`config.mk`:
```
export PLATFORM = sky130hd
export DESIGN_NAME = bcd_digit_scanner
export DESIGN_NICKNAME = d
export VERILOG_FILES = /design/src/rtl/b2e_pkg.sv /design/src/rtl/bcd_blank_mask.sv /design/src/rtl/bcd_digit_scanner.sv
export SDC_FILE = /design/constraint.sdc
export NUM_CORES = 1
export LEC_CHECK = 0
export CELL_PAD_IN_SITES_DETAIL_PLACEMENT = 0
export CELL_PAD_IN_SITES_GLOBAL_PLACEMENT = 1
export CORE_UTILIZATION = 42
export CTS_BUF_LIST = sky130_fd_sc_hd__clkbuf_8
export CTS_CLUSTER_DIAMETER = 150
export DETAILED_ROUTE_END_ITERATION = 6
export PLACE_DENSITY = 0.79
export SYNTH_ARGS = -nofsm -noshare
export SYNTH_HDL_FRONTEND = slang
export SYNTH_SLANG_ARGS = --single-unit
export TNS_END_PERCENT = 100
```
`constraint.sdc`:
```
create_clock -name clk -period 2.05 [get_ports clk]
set_clock_uncertainty 0.15 [all_clocks]
set_input_delay 0.3075 -clock clk [delete_from_list [all_inputs] [get_ports clk]]
set_output_delay 0.3075 -clock clk [all_outputs]
set_load 0.05 [all_outputs]
```
`src/rtl/b2e_pkg.sv`:
```
// Shared BCD constants and helpers for the digit scanner and its blank mask.
// Latency: n/a (types, constants and pure functions only).
// Backpressure: n/a.
package b2e_pkg;

  localparam int BCD_W = 4;
  localparam logic [BCD_W-1:0] BCD_BLANK = 4'b1111;
  localparam logic [BCD_W-1:0] BCD_MAX = 4'd9;

  // Upper bound on scanned digits; callers cast the result down to their width.
  localparam int MAX_DIGITS = 32;

  // One-hot code of a digit index, LSB = digit 0.
  function automatic logic [MAX_DIGITS-1:0] onehot(input int unsigned idx);
    return MAX_DIGITS'(1) << idx;
  endfunction

endpackage

```
`src/rtl/bcd_blank_mask.sv`:
```
// Per-digit blank mask: invalid BCD nibbles and (optionally) leading zeros.
// Latency: combinational, zero cycles.
// Backpressure: none, pure function of its inputs.
module bcd_blank_mask
  import b2e_pkg::*;
#(
  parameter int NUM_DIGITS = 4
) (
  input  logic [NUM_DIGITS*BCD_W-1:0] disp,
  input  logic                        blank_lz,
  output logic [NUM_DIGITS-1:0]       mask
);

  logic [BCD_W-1:0] nib;
  logic             upper_zero;

  // Walk from the most significant digit down, tracking whether every nibble
  // seen so far is zero; digit 0 is exempt so a zero value still shows "0".
  always_comb begin
    mask       = '0;
    nib        = '0;
    upper_zero = 1'b1;
    for (int k = NUM_DIGITS - 1; k >= 0; k--) begin
      nib        = disp[k*BCD_W +: BCD_W];
      upper_zero = upper_zero && (nib == '0);
      mask[k]    = (nib > BCD_MAX) || (blank_lz && upper_zero && (k != 0));
    end
  end

endmodule

```
`src/rtl/bcd_digit_scanner.sv`:
```
// Time-multiplexes a multi-digit BCD value onto one 4-bit bus with one-hot digit enables.
// Latency: a load commits at the next frame boundary; outputs decode straight from registers.
// Backpressure: load_ready low while a load is pending; new loads wait for the commit.
module bcd_digit_scanner
  import b2e_pkg::*;
#(
  parameter int NUM_DIGITS = 4,
  parameter int DWELL      = 1000
) (
  input  logic                        clk,
  input  logic                        rst,
  input  logic                        load_valid,
  output logic                        load_ready,
  input  logic [4*NUM_DIGITS-1:0]     load_data,
  input  logic                        blank_lz,
  output logic [3:0]                  bcd_out,
  output logic [NUM_DIGITS-1:0]       digit_en,
  output logic                        blank
);

  localparam int IDX_W = $clog2(NUM_DIGITS);
  // DWELL=1 still needs a one-bit counter; it simply stays at zero.
  localparam int CNT_W = (DWELL > 1) ? $clog2(DWELL) : 1;
  localparam logic [IDX_W-1:0] IDX_LAST = IDX_W'(NUM_DIGITS - 1);
  localparam logic [CNT_W-1:0] CNT_LAST = CNT_W'(DWELL - 1);

  logic [IDX_W-1:0]            idx_q, idx_d;
  logic [CNT_W-1:0]            cnt_q, cnt_d;
  logic [4*NUM_DIGITS-1:0]     disp_q, disp_d;
  logic [4*NUM_DIGITS-1:0]     pend_q, pend_d;
  logic                        pend_full_q, pend_full_d;

  logic                        cnt_last;
  logic                        frame_end;
  logic                        load_fire;
  logic [NUM_DIGITS-1:0]       blank_mask;
  logic [BCD_W-1:0]            cur_nib;

  assign load_ready = ~pend_full_q;

  // Next-state: dwell counter, digit index, pending buffer and frame-aligned commit.
  always_comb begin
    idx_d       = idx_q;
    cnt_d       = cnt_q;
    disp_d      = disp_q;
    pend_d      = pend_q;
    pend_full_d = pend_full_q;

    cnt_last  = (cnt_q == CNT_LAST);
    frame_end = cnt_last && (idx_q == IDX_LAST);
    load_fire = load_valid && !pend_full_q;

    if (cnt_last) begin
      cnt_d = '0;
      idx_d = (idx_q == IDX_LAST) ? '0 : idx_q + 1'b1;
    end else begin
      cnt_d = cnt_q + 1'b1;
    end

    // Only a value that was already pending when the boundary cycle began is
    // committed; a load landing on the boundary waits a whole frame.
    if (frame_end && pend_full_q) begin
      disp_d      = pend_q;
      pend_full_d = 1'b0;
    end

    // Acceptance requires the buffer to be empty, so it never collides with a commit.
    if (load_fire) begin
      pend_d      = load_data;
      pend_full_d = 1'b1;
    end
  end

  // State registers with synchronous reset; a load in the reset cycle is dropped.
  always_ff @(posedge clk) begin
    if (rst) begin
      idx_q       <= '0;
      cnt_q       <= '0;
      disp_q      <= '0;
      pend_q      <= '0;
      pend_full_q <= 1'b0;
    end else begin
      idx_q       <= idx_d;
      cnt_q       <= cnt_d;
      disp_q      <= disp_d;
      pend_q      <= pend_d;
      pend_full_q <= pend_full_d;
    end
  end

  bcd_blank_mask #(
    .NUM_DIGITS (NUM_DIGITS)
  ) u_blank_mask (
    .disp     (disp_q),
    .blank_lz (blank_lz),
    .mask     (blank_mask)
  );

  // Output decode directly from registered index and display value.
  always_comb begin
    digit_en = NUM_DIGITS'(onehot(32'(idx_q)));
    cur_nib  = disp_q[idx_q*BCD_W +: BCD_W];
    blank    = blank_mask[idx_q];
    bcd_out  = blank ? BCD_BLANK : cur_nib;
  end

endmodule

```
* Word level (Yosys, flattened, before mapping)
Cells that the tools add are included.
** Operators by class
- Add/subtract/negate cells :: 2
- Multiply operators :: 0
- Divide/modulo/power cells :: 0
- $lt $le $gt $ge :: 5
- Eq/ne operators :: 2
- Shift operators :: 2
- Muxes and demuxes :: 6
- Bitwise operators :: 1
- Reductions and logical operators :: 17
** Operator list (count)
- 4-bit > comparator, second input constant :: 4
- 16-bit by 5-bit indexed part select with 4-bit output :: 1
- 4-bit logical NOT :: 3
- 10-bit by 1-bit adder with 10-bit output, second input constant :: 1
- 10-bit equality test, second input constant :: 1
- 1-bit logical AND :: 8
- 4-bit two-way mux :: 1
- 1-bit by 2-bit left shift with 4-bit output, first input constant :: 1
- 1-bit logical OR :: 3
- 2-bit by 3-bit less-than comparator with 1-bit output, second input constant :: 1
- 1-bit two-way mux :: 3
- 2-bit by 1-bit adder with 2-bit output, second input constant :: 1
- 1-bit binary-select mux with 2-bit select :: 1
- 2-bit equality test, second input constant :: 1
- 2-bit two-way mux :: 1
- 2-bit nonzero test :: 1
- 2-bit OR reduction :: 1
- 1-bit logical NOT :: 1
- 1-bit NOT :: 1
** Storage, ports and cells
- Register bits after elaboration :: 45
- Bits in latches :: 0
- RAM bits :: 0
- Memory bits (read-only) :: 0
- Input bits :: 20
- Output and inout bits :: 10
- Logic and storage cells :: 40
- Memories :: 0

* Longest topological paths before layout
- Word-level depth :: 8
- Gate-level depth with buffers :: 7
- Mapped depth without buffers :: 5

* Hierarchy
From an unflattened synthesis, not the netlist that was laid out.
** Unflattened totals
- Cells, all modules :: 235
- Area total of the unflattened synthesis :: 1976.9 um2
** By module, submodules not included
- bcd_digit_scanner :: times used 1, cells an instance 224, area each 1909.3 um2, sequential area each 900.9 um2
- bcd_blank_mask :: times used 1, cells an instance 11, area each 67.6 um2, sequential area each 0.0 um2

* Least setup slack after synthesis
Ideal clock, no wire load.
- Path type :: reg2out
- Start :: reg disp_q[15]
- End :: out bcd_out[0]
- Arrival time :: 1.981 ns
- Required time :: 1.592 ns
- Path slack :: -0.388 ns
- Stages on the path, launching flop included :: 5
- Buffers on the path :: 0
- Path through :: dfxtp_1 or3b_2 o41ai_1 a2111oi_2 o21bai_1
** Between the ends
- Cells in the longest elaborated chain, start to end :: 8
- Elaborated cells on any way between the ends :: 13
- Classes of those cells :: order compare: 1; mux: 3; reduce/logical: 9
** RTL lines
- start, declared :: line bcd_digit_scanner.sv:29 : logic [4*NUM_DIGITS-1:0] disp_q, disp_d;
- start signal, assigned :: line bcd_digit_scanner.sv:85 : disp_q <= disp_d;
- branches (longest 5 deep; another with 4-bit > comparator)
- 1-bit binary-select mux with 2-bit select * :: line bcd_digit_scanner.sv:103 : blank = blank_mask[idx_q];
- 1-bit two-way mux (implied by the code) * :: line bcd_digit_scanner.sv:103
- 4-bit two-way mux * :: line bcd_digit_scanner.sv:104 : bcd_out = blank ? BCD_BLANK : cur_nib;
- end, declared :: line bcd_digit_scanner.sv:16 : output logic [3:0] bcd_out,
Mark *: on every way between the ends. The select of a mux whose other input is x is not followed.

* Worst setup path in the final report
- Start :: in blank_lz
- End :: out bcd_out[3]
** Between the ends
- Cells in the longest elaborated chain, start to end :: 5
- Elaborated cells on any way between the ends :: 9
- Classes of those cells :: mux: 3; reduce/logical: 6
** RTL lines
- start, declared :: line bcd_digit_scanner.sv:15 : input logic blank_lz,
- 1-bit logical AND :: line bcd_blank_mask.sv:26 : mask[k] = (nib > BCD_MAX) || (blank_lz && upper_zero && (k != 0));
- 1-bit logical OR :: line bcd_blank_mask.sv:26
- 1-bit binary-select mux with 2-bit select * :: line bcd_digit_scanner.sv:103
- 1-bit two-way mux (implied by the code) * :: line bcd_digit_scanner.sv:103
- 4-bit two-way mux * :: line bcd_digit_scanner.sv:104
Mark *: on every way between the ends. The rest lies on a longest branch, timed or not. The select of a mux whose other input is x is not followed.

==> Implementation_results.wiki <==
{| class="wikitable"
! Metric !! Value
|-
| Cts hold-fix bufs || 0
|-
| Count of boundary I/O pins || 30
|-
| Vias per cell || 5.137
|-
| Average size of a mapped cell || 9.264 µm²
|-
| Post-synthesis compound-gate area fraction || 11.73%
|-
| Power density normalized to cell area || 579.3 nW/µm²
|-
| Sw frac || 22.76%
|-
| Path type of the worst min-delay path || reg -> reg
|-
| CTS tree || yes
|-
| Number of cells produced by synthesis || 213
|-
| Start point of the critical path || blank_lz
|-
| Multiplexer fraction of the synthesized cell area || 13.19%
|-
| Die Y || 70.54 µm
|-
| DPL Wire Length || 3106 µm
|-
| Combinational family with the most area after synthesis || simple AND/OR/NAND/NOR gates
|-
| Switching power of the nets || 362.2 µW
|-
| Wire length on met3 || 94 µm
|-
| Met2 wirelength from detailed routing || 2197 µm
|-
| Int Pwr || 1.229 mW
|-
| Average routed wire per standard cell || 13.75 µm
|-
| Critical path data arrival time || 1.98 ns
|-
| Number of global-route vias before repair || 1604
|-
| Total number of clock tree sinks || 45
|-
| Detailed-routing iteration count for the pre-antenna-repair pass || 7
|-
| Adder-cell share of the synthesized area || 3.171%
|-
| Post-Synth XOR/XNOR Area || 2.219%
|-
| Remaining antenna violation count after routing || 0
|-
| Level count of the clock H-tree || 2
|-
| DRT Wirelength || 4317 µm
|-
| Worst hold path startpoint || pend_q[0]$_SDFFE_PP0P_
|-
| Core ar. || 4444 µm²
|-
| Library cell with the largest summed area after synthesis || dfxtp_1
|-
| Sequential fraction of the synthesis area || 45.66%
|-
| Fmax || 0.4104 GHz
|-
| Sequential Power Share || 57.3%
|-
| Final Worst Setup Slack || -0.3866 ns
|-
| Synth unique cells || 37
|-
| Crit end category || output port
|-
| Global routing usage summed across all routing layers || 19.10%
|-
| Number of antenna violations at the first check in global routing || 0
|-
| Yosys Warn Count || 0
|-
| Clock latency of the later-clocked register in the worst-skew pair || 0.29 ns
|-
| Final setup violation count || 5
|-
| Peak supply drop || 0.4542 mV
|-
| RSZ-0062 raised after global routing || yes
|-
| Count of flip-flops with a built-in enable after synthesis || 0
|-
| Final #Nets || 287
|-
| CTS root buf || clkbuf_8
|-
| Mapped Area || 1973 µm²
|-
| Tightest slew margin relative to the limit || 66.79%
|-
| Failing checks || design-rule violations, negative setup slack
|-
| Slew at the pin closest to its max-slew limit || 0.4965 ns
|-
| Area share of the largest cell type after synthesis || 45.66%
|-
| Placed Cells incl. Taps || 306
|-
| Number of antenna cells inserted || 0
|-
| Highest-delay cell along the critical path || clkdlybuf4s50_1
|-
| Initial Utilization || 44.40%
|-
| Highest cell delay on the worst timing path || 0.47 ns
|-
| Category of the critical setup timing path || in -> out
|-
| Worst reg2reg startpoint || cnt_q[0]$_SDFF_PP0_
|-
| CTS max path bufs || 2
|-
| Final Instance Count excl. Fillers || 314
|-
| Maximum number of pins on one net before global-route repair || 29
|-
| Die Footprint || 4976 µm²
|-
| Static Leak || 1.023 nW
|-
| CTS Buf Count || 5
|-
| Std cell rows || 24
|-
| Most numerous cell in the Yosys netlist || dfxtp_1
|-
| Via count of the routed design || 1613
|-
| Clock-pin slew reported for the worst setup and hold paths after clock tree synthesis || 0.08 ns
|-
| Wire length of the first global-routing pass || 7438 µm
|-
| Main synth FF type || dfxtp_1
|-
| Total congestion overflow after global routing || 0
|-
| Startpoint type of the worst setup path || primary input
|-
| Max Used Layer || met4
|-
| Die width || 70.54 µm
|-
| Max Fanout on Critical Path || 5
|-
| Share of power burned in the clock network || 34.8%
|-
| Combinational fraction of design power || 8.0%
|-
| Top post-synthesis cells by count || 45 x dfxtp_1, 38 x nand2_1, 28 x nor2_1
|-
| Critical-path cell list || clkdlybuf4s50_1 > or3b_4 > o41ai_4 > a2111oi_4 > buf_12 > o21bai_4 > buf_12
|-
| Max-cap violation count || 0
|-
| Final-report hold violation count || 0
|-
| Nets in the synthesized netlist || 238
|-
| FF+latch count, synth || 45
|-
| Share of async-settable or async-resettable flops after synthesis || 0%
|-
| Most frequent cell on the critical path || buf_12
|-
| Post-synthesis to final-layout area growth || 39.25%
|-
| WL met1 || 2000 µm
|-
| Share of final-layout standard cells stronger than drive strength 1 || 23.66%
|-
| Final critical-path share of the clock period || 118.9%
|-
| Count of routing violations after the opening detailed-route iteration || 42
|-
| Residual DRC count || 5
|-
| Max-slew violation count || 0
|-
| Final core utilization || 61.82%
|-
| Critical path data required time || 1.59 ns
|-
| Post-Place Worst Slack || -0.5052 ns
|-
| Run status || finished, violations left
|-
| Simple-Gate Fraction of Synth Area || 20.29%
|-
| Final min period || 2.437 ns
|-
| Dominant cells by area after synthesis || dfxtp_1 46%, mux2i_1 8.6%, nand2_1 7.2%
|-
| Final RePlAce weighted congestion || 0.8048
|-
| Total of buffers placed on input and output ports || 29
|}
-- power groups by stage --
stage	clock [mW]	sequential, mW	combinational (mW)
after floorplan	0	0.929	0.0637
after global placement	0	0.932	0.125
after detailed placement	0	0.933	0.127
after CTS	0.568	0.912	0.129
after global routing	0.608	0.915	0.143
final	0.554	0.911	0.127
-- logic make-up (layout without fill, tap and decap cells) --
| family | after synthesis | after routing |
|---|---|---|
| compound gates | 35 | 35 |
| xor+xnor | 5 | 5 |
| fa+ha+maj | 5 | 5 |
| buf+inv | 14 | 63 |
| flops | 45 | 45 |
| mux | 21 | 21 |
| simple gates | 88 | 88 |
-- area by class of cell --
| cell class | instances | area, µm² |
|---|---|---|
| Clock buffer | 6 | 82.58 |
| Clock inverter | 1 | 7.507 |
| Fill cell | 382 | 1697 |
| Inverter | 4 | 15.01 |
| Multi-Input combinational cell | 154 | 1122 |
| Sequential cell | 45 | 902.1 |
| Tap cell | 52 | 65.06 |
| Timing Repair Buffer | 52 | 553.0 |
-- metal layers --
layer,GRT usage (%),up-vias
met3,4.274,2
met4,5.333,0
li1,-,837
met2,34.09,23
met5,0,-
met1,23.28,751
-- cell usage in the layout, fill, tap and decap left out, drive strengths merged, types with 4 or more instances in the layout --
cell           Yosys  routed
mux4               4       4
ha                 5       5
buf                3      32
nor2              28      28
clkbuf             7       6
clkdlybuf4s50      0      20
o21bai             4       4
nand3              5       5
inv                4       4
dfxtp             45      45
nand2             38      38
mux2i             17      17
a21oi             19      19
or3                4       4
nor3               4       4
-- repair_timing --
action / CTS / global route
endpoints found under the setup margin: 5 / 5
buffers inserted: 1 / 1
hold endpoints to repair: 0 / 0
gates cloned: 0 / 0
gates resized for setup: 1 / 0
pin swaps: 2 / 2
-- critical path, delay by kind of cell --
kind	cells	cell delay (ns)
buf+inv	3	0.78
simple gates	1	0.42
compound gates	3	0.48
-- worst paths after layout --
path | slack (ns) | depth (start not counted) | endpoint
worst max-delay path | -0.39 | 7 | bcd_out[3]
worst min-delay path | 0.31 | 2 | pend_q[0]$_SDFFE_PP0P_
worst max register to register | 0.18 | 5 | idx_q[0]$_SDFFE_PP0N_
worst min register to register | 0.31 | 2 | pend_q[0]$_SDFFE_PP0P_
-- through the flow --
stage                     area, µm²  setup TNS [ns]  hold WS, ns  power (mW)
after floorplan                2090               0       0.2675      0.9923
after global placement         2635          -2.480       0.2805       1.057
after detailed placement       2635          -2.454       0.2977       1.060
after CTS                      2728          -2.203       0.3108       1.609
after global routing           2748          -2.151       0.3290       1.666
final                          2748          -1.876       0.3070       1.592
-- state kept, by name, indices dropped and copies added (netlist names) --
| signal | count |
|---|---|
| pend_q | 16 |
| idx_q | 2 |
| pend_full_q | 1 |
| cnt_q | 10 |
| disp_q | 16 |
No activity file was read; power rests on OpenSTA's default activity.
